--- src/rtl/cook_countdown.sv ---
// cook_countdown: M:SS microwave cook-time down-counter, 1 Hz prescaler, done/beep.
// Optional beeper state enabled by defining COOK_BEEP_EN.
module cook_countdown #(
  parameter int TICK_DIV  = 10,
  parameter int BEEP_SECS = 3
) (
  input  logic       clk,
  input  logic       clear,
  input  logic       load,
  input  logic [3:0] min_in,
  input  logic [2:0] sec_t_in,
  input  logic [3:0] sec_o_in,
  input  logic       start,
  input  logic       pause,
  output logic [3:0] min_out,
  output logic [2:0] sec_t_out,
  output logic [3:0] sec_o_out,
  output logic       running,
  output logic       done,
  output logic       beep
);

  localparam int PW = (TICK_DIV > 2) ? $clog2(TICK_DIV) : 1;
  localparam logic [PW-1:0] P_LAST = PW'(TICK_DIV - 1);

  typedef enum logic [1:0] {
    S_IDLE,
    S_RUN,
    S_PAUSE
`ifdef COOK_BEEP_EN
    ,S_BEEP
`endif
  } state_t;

  state_t state;
  logic [PW-1:0] presc;

`ifdef COOK_BEEP_EN
  localparam int BW = (BEEP_SECS > 1) ? $clog2(BEEP_SECS) : 1;
  localparam logic [BW-1:0] B_LAST = BW'(BEEP_SECS - 1);
  logic [BW-1:0] bcnt;
`else
  wire unused_cfg = |BEEP_SECS;
`endif

  logic [3:0] ld_min;
  logic [2:0] ld_sec_t;
  logic [3:0] ld_sec_o;
  logic       nonzero;
  logic       last_sec;
  logic       tick;

  // Clamp out-of-range load digits and decode countdown conditions
  always_comb begin
    ld_min   = (min_in   > 4'd9) ? 4'd9 : min_in;
    ld_sec_t = (sec_t_in > 3'd5) ? 3'd5 : sec_t_in;
    ld_sec_o = (sec_o_in > 4'd9) ? 4'd9 : sec_o_in;
    nonzero  = (min_out != 4'd0) || (sec_t_out != 3'd0)
            || (sec_o_out != 4'd0);
    last_sec = (min_out == 4'd0) && (sec_t_out == 3'd0)
            && (sec_o_out == 4'd1);
    tick     = (presc == P_LAST);
  end

  // Control FSM, prescaler, digit chain and registered flags
  always_ff @(posedge clk) begin
    if (clear) begin
      state     <= S_IDLE;
      presc     <= '0;
      min_out   <= 4'd0;
      sec_t_out <= 3'd0;
      sec_o_out <= 4'd0;
      running   <= 1'b0;
      done      <= 1'b0;
      beep      <= 1'b0;
`ifdef COOK_BEEP_EN
      bcnt      <= '0;
`endif
    end else begin
      done <= 1'b0;
      case (state)
        S_IDLE, S_PAUSE: begin
          if (load) begin
            min_out   <= ld_min;
            sec_t_out <= ld_sec_t;
            sec_o_out <= ld_sec_o;
          end else if (!pause && start && nonzero) begin
            state   <= S_RUN;
            running <= 1'b1;
            presc   <= '0;
          end
        end
        S_RUN: begin
          if (pause) begin
            state   <= S_PAUSE;
            running <= 1'b0;
          end else if (tick) begin
            presc <= '0;
            if (last_sec) begin
              sec_o_out <= 4'd0;
              done      <= 1'b1;
              running   <= 1'b0;
`ifdef COOK_BEEP_EN
              state     <= S_BEEP;
              beep      <= 1'b1;
              bcnt      <= '0;
`else
              state     <= S_IDLE;
`endif
            end else if (sec_o_out != 4'd0) begin
              sec_o_out <= sec_o_out - 4'd1;
            end else begin
              sec_o_out <= 4'd9;
              if (sec_t_out != 3'd0) begin
                sec_t_out <= sec_t_out - 3'd1;
              end else begin
                sec_t_out <= 3'd5;
                min_out   <= min_out - 4'd1;
              end
            end
          end else begin
            presc <= presc + PW'(1);
          end
        end
`ifdef COOK_BEEP_EN
        S_BEEP: begin
          if (load) begin
            min_out   <= ld_min;
            sec_t_out <= ld_sec_t;
            sec_o_out <= ld_sec_o;
            state     <= S_IDLE;
            beep      <= 1'b0;
          end else if (tick) begin
            presc <= '0;
            if (bcnt == B_LAST) begin
              state <= S_IDLE;
              beep  <= 1'b0;
            end else begin
              bcnt <= bcnt + BW'(1);
            end
          end else begin
            presc <= presc + PW'(1);
          end
        end
`endif
        default: begin
          state   <= S_IDLE;
          running <= 1'b0;
          beep    <= 1'b0;
        end
      endcase
    end
  end

endmodule
--- config.mk ---
export PLATFORM = sky130hd
export DESIGN_NAME = cook_countdown
export DESIGN_NICKNAME = d
export VERILOG_FILES = /design/src/rtl/cook_countdown.sv
export SDC_FILE = /design/constraint.sdc
export NUM_CORES = 1
export LEC_CHECK = 0
export CORE_ASPECT_RATIO = 1.25
export CORE_MARGIN = 2
export CORE_UTILIZATION = 50
export CTS_CLUSTER_DIAMETER = 100
export DETAILED_ROUTE_END_ITERATION = 10
export GPL_TIMING_DRIVEN = 0
export MAX_ROUTING_LAYER = met4
export PLACE_DENSITY = 0.8
export SYNTH_ARGS = -nofsm -noshare
export SYNTH_HDL_FRONTEND = slang
export SYNTH_SLANG_ARGS = --single-unit
--- constraint.sdc ---
create_clock -name clk -period 1.97 [get_ports clk]
set_input_delay 0.394 -clock clk [delete_from_list [all_inputs] [get_ports clk]]
set_output_delay 0.394 -clock clk [all_outputs]
set_load 0.02 [all_outputs]
==> results.json <==
{
  "outcome": "completed",
  "die_h_microns": 61.31,
  "power_w": 0.0009500,
  "power_frac_comb": 0.315,
  "fmax_mhz": 531.0,
  "clock_latency_ps": 300,
  "initial_core_util": 0.5303,
  "worst_pin_slew_ps": 524.0,
  "internal_power_w": 0.0006312,
  "cellLeakagePower_nw": 0.5999,
  "layout_common_cells": "clkdlybuf4s50_1, dfxtp_1, a21oi_1",
  "synth-seq-area-share": 0.2895,
  "antenna_found_initial": 0,
  "setup_viol": 0,
  "ys_warn_count": 0,
  "worst-path-max-fanout": 5,
  "cts_made_buffers": 3,
  "antennaDiodeCount": 0,
  "clock_sinks": 19,
  "postLayoutCoreUtil": 0.6702,
  "synth_flop_cell": "dfxtp_1",
  "period_needed_ps": 1883,
  "portBuffers": 27,
  "dieArea_sq_um": 3056,
  "hold_viol": 0,
  "p_per_area_nw_per_um2": 572.2,
  "syn_area_per_cell_sq_um": 8.263,
  "via_per_inst": 6.004,
  "grt_max_degree": 11,
  "start_kind": "flop",
  "ant_nets": 0,
  "synth_top_area_cell": "dfxtp_1",
  "fp.dieW_microns": 49.85,
  "critPathKind": "reg2reg",
  "clkPwrFrac": 0.221,
  "cts_buffer_depth": 2,
  "arrival_ps": 2090,
  "nets": 211,
  "syn_area_sq_um": 1314,
  "drt_iter0_drc": 44,
  "grt-ovfl-total": 0,
  "ios": 30,
  "wirelength_microns": 3333,
  "clock_tree.root_cell": "clkbuf_4",
  "synth_area_leaders": "dfxtp_1, a21oi_1, o21ai_0",
  "design.core.area_sq_um": 2477,
  "layout_worst_path_cycle_share": 0.9559,
  "cts_htree_levels": 1,
  "worstPathRequired_ps": 2180,
  "yosysUniqueCellTypes": 55,
  "grt_pass1_wl_microns": 5658,
  "area_delta_synth_final_pct": 26.38,
  "grt_pass1_vias": 1341,
  "final_max_slew_viol_count": 0,
  "cts_resized": 2,
  "final_common_cell": "clkdlybuf4s50_1",
  "ir_drop_uv": 399.3,
  "netlist.area_leader.share": 0.2895,
  "slew_headroom": 0.6499,
  "place_hpwl_microns": 2452,
  "cap_viol_max_count": 0,
  "async_flop_share": 0,
  "worst_slack_ps": 86.83,
  "grt_setup_unrepaired": "yes",
  "cts_tree": "yes",
  "skew_ps": 1.524,
  "grt_usage": 0.2466,
  "end_kind": "flop",
  "synth_cells": 159,
  "ys_ff_latch": 19,
  "first_pass_iters": 4,
  "placed_cells": 219,
  "stdcell_count": 223,
  "detailedPlace.worstSlack_ps": -347.2,
  "syn_nets": 179,
  "place_congestion": 0.9638,
  "p_seq_frac": 0.464,
  "rrSetupSlack_ps": 90,
  "drive_gt1_frac": 0.1053,
  "switching_share": 0.3356,
  "netSwitchingPower_w": 0.0003188,
  "cts_hold_buf": 0,
  "drc": 0,
  "final.setup.tns_ps": 0,
  "vias": 1339,
  "synth_edf_count": 0,
  "rows": 20,
  "routedWlPerCell_microns": 14.95,
  "postCtsSetupBuffers": 0,
  "hold_path.class": "reg2reg",
  "clk_pin_slew_ps": 120
}
-- logic make-up after synthesis --
group,count (synthesis),synth area share
adder cells (fa/ha/maj),4,0.03810
AND/OR/NAND/NOR,52,0.2286
other,1,0.002854
buffers and inverters,16,0.05238
XOR/XNOR,2,0.01334
multiplexers,5,0.04190
flip-flops,19,0.2895
AO/OA/AOI/OAI,60,0.3334
-- critical path, cell delays in order, from the launching register on --
cell      delay [ps]
dfxtp_1          420
inv_1             90
ha_1             250
nor3b_2          190
a21boi_2         200
o21ai_2          310
mux2_4           330
-- through the flow --
stage | cell area [sq um] | hold WS, ps
5_1_grt | 1660 | 568.8
2_1_floorplan | 1314 | 496.7
3_5_place_dp | 1625 | 500.4
3_3_place_gp | 1625 | 481.5
6_report | 1660 | 544.3
4_1_cts | 1655 | 541.0
-- cell type report --
| class | count | area, sq um |
|---|---|---|
| inverters | 8 | 30.03 |
| flip-flops and latches | 19 | 380.4 |
| repair buffers | 27 | 269.0 |
| fillers | 208 | 817.0 |
| well taps | 33 | 41.29 |
| multi-input cells | 124 | 873.3 |
| clock buffers | 4 | 26.28 |
| plain buffers | 8 | 40.04 |
-- state kept, by name, summed over array words and instances (netlist names) --
register / count
sec_o_out: 4
sec_t_out: 3
state: 2
done: 1
presc: 4
min_out: 4
running: 1
-- power by group through the flow --
| stage | Sequential, W | Clock (W) | Combinational (W) |
|---|---|---|---|
| 6_report | 0.000441 | 0.000210 | 0.000299 |
| 5_1_grt | 0.000444 | 0.000225 | 0.000330 |
| 4_1_cts | 0.000439 | 0.000210 | 0.000297 |
| 3_5_place_dp | 0.000447 | 0 | 0.000294 |
| 3_3_place_gp | 0.000446 | 0 | 0.000288 |
| 2_1_floorplan | 0.000463 | 0 | 0.000167 |
-- per-layer routing --
metal,vias to the layer above,track usage,part of all wire
met2,38,0.4419,0.52
met4,0,0.1190,0.012
met3,6,0.03641,0.037
met1,645,0.2710,0.43
met5,-,-,0
li1,650,-,-
-- synthesized netlist by cell type, types with 4 or more instances --
cell and count:
o21ai_0 11, inv_1 8, nor2_1 11, a21oi_1 12
ha_1 4, nor3b_1 4, nand2_1 11, mux2i_1 4
clkbuf_1 5, nand2b_1 4, dfxtp_1 19, o21a_1 5
-- final timing paths --
kind	from	end	cells after the start
worst max register to register	sec_o_out[0]$_SDFFE_PP0P_	min_out[2]$_SDFFE_PP0P_	6
worst min register to register	min_out[1]$_SDFFE_PP0P_	min_out[1]$_SDFFE_PP0P_	2
worst max-delay path	sec_o_out[0]$_SDFFE_PP0P_	min_out[2]$_SDFFE_PP0P_	6
worst min-delay path	min_out[1]$_SDFFE_PP0P_	min_out[1]$_SDFFE_PP0P_	2
Power figures use the tool's default switching activity.
